**config.mk**
```make
export PLATFORM = sky130hd
export DESIGN_NAME = cvxif_copro_responder
export DESIGN_NICKNAME = d
export VERILOG_FILES = /design/src/rtl/cvxif_copro_responder.sv
export SDC_FILE = /design/constraint.sdc
export NUM_CORES = 1
export LEC_CHECK = 0
export BUFFER_PORTS_ARGS = -buffer_cell sky130_fd_sc_hd__buf_4
export CAP_MARGIN = 20
export CELL_PAD_IN_SITES_DETAIL_PLACEMENT = 1
export CELL_PAD_IN_SITES_GLOBAL_PLACEMENT = 2
export CORE_ASPECT_RATIO = 1.25
export CORE_MARGIN = 2
export CORE_UTILIZATION = 44
export CTS_BUF_LIST = sky130_fd_sc_hd__clkbuf_8
export CTS_CLUSTER_DIAMETER = 50
export DETAILED_ROUTE_END_ITERATION = 6
export PLACE_DENSITY_LB_ADDON = 0.15
export SKIP_CTS_REPAIR_TIMING = 1
export SYNTH_ARGS = -nofsm -noshare
export SYNTH_HDL_FRONTEND = slang
export SYNTH_SLANG_ARGS = --single-unit
```
**constraint.sdc**
```tcl
create_clock -name clk_i -period 7.1 [get_ports clk_i]
set_clock_uncertainty 0.2 [all_clocks]
set_input_delay 0.355 -clock clk_i [delete_from_list [all_inputs] [get_ports clk_i]]
set_output_delay 0.355 -clock clk_i [all_outputs]
set_load 0.005 [all_outputs]
```
**src/rtl/cvxif_copro_responder.sv**
```systemverilog
// ----------------------------------------------------------------------------
// cvxif_copro_responder
//   Coprocessor (responder) side of the CV-X-IF offload interface. Decodes
//   custom-3 instructions (ADD/SUB/XOR/NOP), accepts or rejects them during
//   the issue handshake, and keeps accepted ones in an in-order buffer until
//   the core commits or kills them. Committed entries whose execute latency
//   has elapsed are returned in order over a ready/valid result channel.
//
// Ports
//   clk_i, rst_ni         clock, asynchronous active-low reset
//   issue_*               issue request (valid/ready), decision and writeback
//   commit_*              commit/kill message (no handshake)
//   result_*              in-order result channel (valid/ready)
// ----------------------------------------------------------------------------
module cvxif_copro_responder #(
    parameter int XLEN    = 64,
    parameter int IdWidth = 3,
    parameter int Depth   = 4,
    parameter int Latency = 2
) (
    input  logic               clk_i,
    input  logic               rst_ni,
    input  logic               issue_valid_i,
    output logic               issue_ready_o,
    input  logic [31:0]        issue_instr_i,
    input  logic [IdWidth-1:0] issue_id_i,
    input  logic [XLEN-1:0]    issue_rs1_i,
    input  logic [XLEN-1:0]    issue_rs2_i,
    input  logic [1:0]         issue_rs_valid_i,
    output logic               issue_accept_o,
    output logic               issue_writeback_o,
    input  logic               commit_valid_i,
    input  logic [IdWidth-1:0] commit_id_i,
    input  logic               commit_kill_i,
    output logic               result_valid_o,
    input  logic               result_ready_i,
    output logic [IdWidth-1:0] result_id_o,
    output logic [XLEN-1:0]    result_data_o,
    output logic [4:0]         result_rd_o,
    output logic               result_we_o
);

    localparam int PtrW = $clog2(Depth);
    localparam int CntW = $clog2(Latency + 1);
    localparam logic [PtrW:0] CountFull = (PtrW + 1)'(Depth);

    // Entry control state (reset) and payload (not reset)
    logic [Depth-1:0]   ent_vld_q, ent_cmt_q, ent_kill_q;
    logic [CntW-1:0]    ent_cnt_q  [Depth];
    logic [IdWidth-1:0] ent_id_q   [Depth];
    logic [4:0]         ent_rd_q   [Depth];
    logic [XLEN-1:0]    ent_data_q [Depth];
    logic               ent_we_q   [Depth];

    logic [PtrW-1:0] rd_ptr_q, rd_ptr_d, wr_ptr_q, wr_ptr_d;
    logic [PtrW:0]   count_q, count_d;

    // Decode
    logic            op_match, op_we;
    logic [1:0]      op_need;
    logic [XLEN-1:0] op_res;

    always_comb begin
        op_match = 1'b0;
        op_we    = 1'b0;
        op_need  = 2'b00;
        op_res   = '0;
        if (issue_instr_i[6:0] == 7'b1111011 && issue_instr_i[31:25] == 7'd0) begin
            unique case (issue_instr_i[14:12])
                3'b000: begin op_match = 1'b1; op_we = 1'b1; op_need = 2'b11; op_res = issue_rs1_i + issue_rs2_i; end
                3'b001: begin op_match = 1'b1; op_we = 1'b1; op_need = 2'b11; op_res = issue_rs1_i - issue_rs2_i; end
                3'b010: begin op_match = 1'b1; op_we = 1'b1; op_need = 2'b11; op_res = issue_rs1_i ^ issue_rs2_i; end
                3'b011: begin op_match = 1'b1; end
                default: ;
            endcase
        end
    end

    assign issue_ready_o     = (count_q < CountFull);
    assign issue_accept_o    = op_match && ((issue_rs_valid_i & op_need) == op_need);
    assign issue_writeback_o = issue_accept_o && op_we;

    logic push;
    assign push = issue_valid_i && issue_ready_o && issue_accept_o;

    // Commit lookup: oldest valid, still-undecided entry with a matching id,
    // scanning forward from the head so older entries win.
    logic            cm_hit, cm_new;
    logic [PtrW-1:0] cm_idx, scan_idx;

    always_comb begin
        cm_hit   = 1'b0;
        cm_idx   = '0;
        scan_idx = '0;
        for (int i = 0; i < Depth; i++) begin
            scan_idx = rd_ptr_q + PtrW'(i);
            if (!cm_hit && ent_vld_q[scan_idx] && !ent_cmt_q[scan_idx] &&
                !ent_kill_q[scan_idx] && ent_id_q[scan_idx] == commit_id_i) begin
                cm_hit = 1'b1;
                cm_idx = scan_idx;
            end
        end
    end

    // A commit that finds no buffered match may target the entry being pushed now
    assign cm_new = commit_valid_i && !cm_hit && push && (issue_id_i == commit_id_i);

    // Head: result is presented once latency elapsed and committed;
    // a killed head is dropped silently once its latency elapsed.
    logic head_done, pop;
    assign head_done      = (count_q != '0) && (ent_cnt_q[rd_ptr_q] == '0);
    assign result_valid_o = head_done && ent_cmt_q[rd_ptr_q];
    assign pop            = head_done && (ent_kill_q[rd_ptr_q] ||
                                          (ent_cmt_q[rd_ptr_q] && result_ready_i));

    assign result_id_o   = result_valid_o ? ent_id_q[rd_ptr_q]   : '0;
    assign result_data_o = result_valid_o ? ent_data_q[rd_ptr_q] : '0;
    assign result_rd_o   = result_valid_o ? ent_rd_q[rd_ptr_q]   : '0;
    assign result_we_o   = result_valid_o && ent_we_q[rd_ptr_q];

    always_comb begin
        rd_ptr_d = pop  ? rd_ptr_q + 1'b1 : rd_ptr_q;
        wr_ptr_d = push ? wr_ptr_q + 1'b1 : wr_ptr_q;
        count_d  = count_q;
        if (push && !pop)      count_d = count_q + 1'b1;
        else if (!push && pop) count_d = count_q - 1'b1;
    end

    always_ff @(posedge clk_i or negedge rst_ni) begin
        if (!rst_ni) begin
            rd_ptr_q   <= '0;
            wr_ptr_q   <= '0;
            count_q    <= '0;
            ent_vld_q  <= '0;
            ent_cmt_q  <= '0;
            ent_kill_q <= '0;
            for (int i = 0; i < Depth; i++) ent_cnt_q[i] <= '0;
        end else begin
            rd_ptr_q <= rd_ptr_d;
            wr_ptr_q <= wr_ptr_d;
            count_q  <= count_d;
            for (int i = 0; i < Depth; i++) begin
                if (ent_cnt_q[i] != '0) ent_cnt_q[i] <= ent_cnt_q[i] - CntW'(1);
            end
            if (commit_valid_i && cm_hit) begin
                if (commit_kill_i) ent_kill_q[cm_idx] <= 1'b1;
                else               ent_cmt_q[cm_idx]  <= 1'b1;
            end
            if (pop) begin
                ent_vld_q[rd_ptr_q]  <= 1'b0;
                ent_cmt_q[rd_ptr_q]  <= 1'b0;
                ent_kill_q[rd_ptr_q] <= 1'b0;
            end
            // The push slot is always free, since push requires count < Depth.
            // The push cycle itself counts as the first execute cycle.
            if (push) begin
                ent_vld_q[wr_ptr_q]  <= 1'b1;
                ent_cmt_q[wr_ptr_q]  <= cm_new && !commit_kill_i;
                ent_kill_q[wr_ptr_q] <= cm_new && commit_kill_i;
                ent_cnt_q[wr_ptr_q]  <= CntW'(Latency - 1);
            end
        end
    end

    always_ff @(posedge clk_i) begin
        if (push) begin
            ent_id_q[wr_ptr_q]   <= issue_id_i;
            ent_rd_q[wr_ptr_q]   <= issue_instr_i[11:7];
            ent_data_q[wr_ptr_q] <= op_res;
            ent_we_q[wr_ptr_q]   <= op_we;
        end
    end

endmodule
```
==> impl_metrics.json <==
{
  "antenna_found_initial": 1,
  "first_pass_iters": 5,
  "start_kind": "primary input",
  "place_congestion": 0.935,
  "yosys.area_share.simple_pct": 11.5,
  "dieWidth_um": 190,
  "synth_top_family_by_area": "compound AO/OA/AOI/OAI gates",
  "yosysWarnings": 0,
  "clockBufferDepth": 3,
  "synth_cells": 1599,
  "ir_worst_vdd_mv": 0.113,
  "pwr-share-comb_pct": 16.9,
  "synth_ff_type": "edfxtp_1",
  "maxCapViolations": 0,
  "num_io_pins": 251,
  "initial_utilization_pct": 44.4,
  "first_iter_violations": 672,
  "power_density_nw_per_um2": 197,
  "grt_pass1_wl_um": 85100,
  "worstSetupPathType": "in2reg",
  "die_h_um": 237,
  "synth_edf_count": 292,
  "slew_violations": 0,
  "cp_max_fo": 29,
  "syn-num-nets": 1848,
  "finalSetupTns_ns": 0,
  "r2r-end": "ent_kill_q[2]",
  "async_reset_ff_share_pct": 8.46,
  "synthMuxAreaShare_pct": 9.70,
  "finalHoldWorstSlack_ns": -0.0228,
  "cts_made_buffers": 51,
  "dp.cells": 2348,
  "drc": 0,
  "timing.rr.start": "rd_ptr_q[1]",
  "power_switching_mw": 1.17,
  "violations": "hold timing",
  "synth.top_cell.area_share_pct": 46.0,
  "drt_wl_total_um": 55900,
  "wl_per_cell_um": 22.8,
  "yosysSeqAreaShare_pct": 49.5,
  "min_period_over_period_pct": 80.5,
  "rsz0062_at_grt": "false",
  "critical-path-slowest-cell": "and2_1",
  "hold_path_depth": 4,
  "crit_required_ns": 7.21,
  "slew_headroom_pct": 31.8,
  "netlist_area_um2": 19100,
  "seqPwrFrac_pct": 45.5,
  "synth.area.top_cells": "edfxtp_1 (46%), mux4_2 (9.1%), xnor2_1 (5.4%), ha_1 (4.8%), xor2_1 (4.0%)",
  "rrSetupSlack_ns": 1.85,
  "hold_end": "ent_cmt_q[0]",
  "yosysTopAreaCell": "edfxtp_1",
  "worst_slew_pin_slew_ns": 1.01,
  "cts_tree": "done",
  "via_count": 14000,
  "synth.distinct_cells": 78,
  "layout_min_cycle_time_ns": 5.71,
  "hold_path.startpoint": "commit_kill_i",
  "p_leak_nw": 7.93,
  "crit_chain": "dlygate4sd3_1 > buf_4 > nor2_2 > buf_4 > and2_1 > buf_4 > a21oi_1 > xnor2_1 > ha_1 > a21oi_1 > o21bai_1 > a21oi_1 > nor2_1 > o41ai_1 > o211ai_1 > a21o_1 > a21o_1 > a21oi_1 > xor2_1 > o22ai_1",
  "avgSynthCellArea_um2": 11.9,
  "final_nets": 2099,
  "internal_power_mw": 3.29,
  "clock_latency_ns": 0.60,
  "routed_via_density": 5.71,
  "status": "complete, but fails checks",
  "holdCritPathClass": "in2reg",
  "layout-drive-gt1-share_pct": 23.6,
  "num_rows": 85,
  "cts_root_buf": "clkbuf_8",
  "area_growth_pct": 18.6,
  "hold_viol": 3,
  "arrival_ns": 5.82,
  "crit_family": "compound AO/OA/AOI/OAI gates",
  "cp-end-kind": "flip-flop",
  "setup.worst_path.start": "issue_instr_i[14]",
  "synthAdderAreaFrac_pct": 5.00,
  "synthXorXnorAreaFrac_pct": 9.37,
  "crit_top_cell": "a21oi_1",
  "setup_violations": 0,
  "r2r_cells": 10,
  "grt_max_degree": 75,
  "die-area_um2": 45000,
  "max_stage_delay_ns": 0.76,
  "core_area_um2": 43000,
  "grt-ovfl-total": 0,
  "path_clk_slew_ns": 0.06,
  "critPathBufInv": 4,
  "instances_no_fill": 2450,
  "grt.total_usage_pct": 24.8,
  "cts_num_sinks": 319,
  "first_global_vias": 14900,
  "synth_commonest_cells": "edfxtp_1 (292), xnor2_1 (117), nor2_1 (107)",
  "clkPwrFrac_pct": 37.6,
  "cts.htree.levels": 2,
  "synth-seq-cells": 319,
  "dp_hpwl_um": 40400,
  "nFillCells": 4560,
  "synth_compound_area_share_pct": 12.4,
  "synth.most_common_cell": "edfxtp_1",
  "port_buffers": 240,
  "fmax_ghz": 0.175,
  "switching_share_pct": 26.2,
  "postRouteAntennaNets": 0
}
==> power by group through the flow <==
stage          sequential, mW  clock [mW]  combinational (mW)
5_1_grt                  2.02        1.78               0.828
6_report                 2.02        1.67               0.754
4_1_cts                  2.02        1.71               0.748
3_3_place_gp             2.06           0               0.738
3_5_place_dp             2.06           0               0.742
2_1_floorplan            2.06           0               0.489
==> metrics by stage <==
step | setup slack (ns) | utilization (%) | power [mW] | area, um^2 | hold slack [ns]
6_report | 1.39 | 52.6 | 4.45 | 22600 | -0.0228
5_1_grt | 1.07 | 52.6 | 4.63 | 22600 | 0.00119
4_1_cts | 1.56 | 52.3 | 4.49 | 22500 | -0.562
3_5_place_dp | 0.933 | 49.8 | 2.81 | 21400 | 0.0966
3_3_place_gp | 0.999 | 49.8 | 2.80 | 21400 | 0.0895
2_1_floorplan | 2.23 | - | 2.55 | 19100 | -0.141
==> cell type report <==
type	instances	area (um^2)	share of cell area, %
antenna	1	2.50	0.0111
clock buffer	52	716	3.16
clock inverter	35	349	1.54
inverter	40	155	0.686
multi-input combinational	1164	9150	40.5
sequential	319	9450	41.8
tap	565	707	3.13
timing repair buffer	274	2080	9.22
==> sequential cells by signal, indices dropped and copies added (netlist names), 4 cells and up <==
| signal | flops |
|---|---|
| ent_data_q | 256 |
| ent_we_q | 4 |
| ent_cnt_q | 8 |
| ent_rd_q | 20 |
| ent_kill_q | 4 |
| ent_id_q | 12 |
| ent_vld_q | 4 |
| ent_cmt_q | 4 |
==> worst max path at each step <==
stage | slack [ns] | depth (start not counted) | endpoint
2_1_floorplan | 2.23 | 18 | ent_data_q[0][60]
3_3_place_gp | 1.0 | 19 | ent_data_q[2][63]
3_5_place_dp | 0.93 | 20 | ent_data_q[3][61]
4_1_cts | 1.56 | 19 | ent_data_q[0][60]
5_1_grt | 1.07 | 19 | ent_data_q[1][60]
6_report | 1.39 | 20 | ent_data_q[3][62]
==> worst register-to-register path, stage by stage (launching register included) <==
cell and delay (ns):
dfrtp_4 0.94, clkinv_1 0.62, ha_1 0.80, mux4_2 0.58, xnor2_1 0.16, nand4_1 0.15, nand2_1 0.09, or3_1 0.50
and3_1 0.23, dlygate4sd3_1 0.55, a221o_1 0.32
==> cell families after synthesis <==
family | Yosys count
muxes | 88
buffers and inverters | 116
adders and majority gates | 75
AOI/OAI and AO/OA | 368
DFF | 319
xor gates and xnor gates | 204
and+or+nand+nor | 429
==> layout by cell type, fill, tap and decap left out, drive strengths merged, types with 27 or more instances in the layout <==
master	n
buf	260
o21ai	75
inv	44
clkbuf	53
a21o	34
o22ai	34
edfxtp	292
nor2b	83
dfrtp	27
xor2	87
ha	73
xnor2	117
mux4	77
nand2	98
nor2	109
a22oi	30
a21oi	102
==> layer usage <==
layer,GRT usage [%],wire length [um],vias to the layer above,part of all wire (%)
met4,6.88,1260,0,2.3
met5,0,0,-,0
li1,-,-,6552,-
met2,44.6,28700,334,51
met1,31.2,23600,7008,42
met3,3.10,2330,84,4.2
No activity file was read; power rests on OpenSTA's default activity.
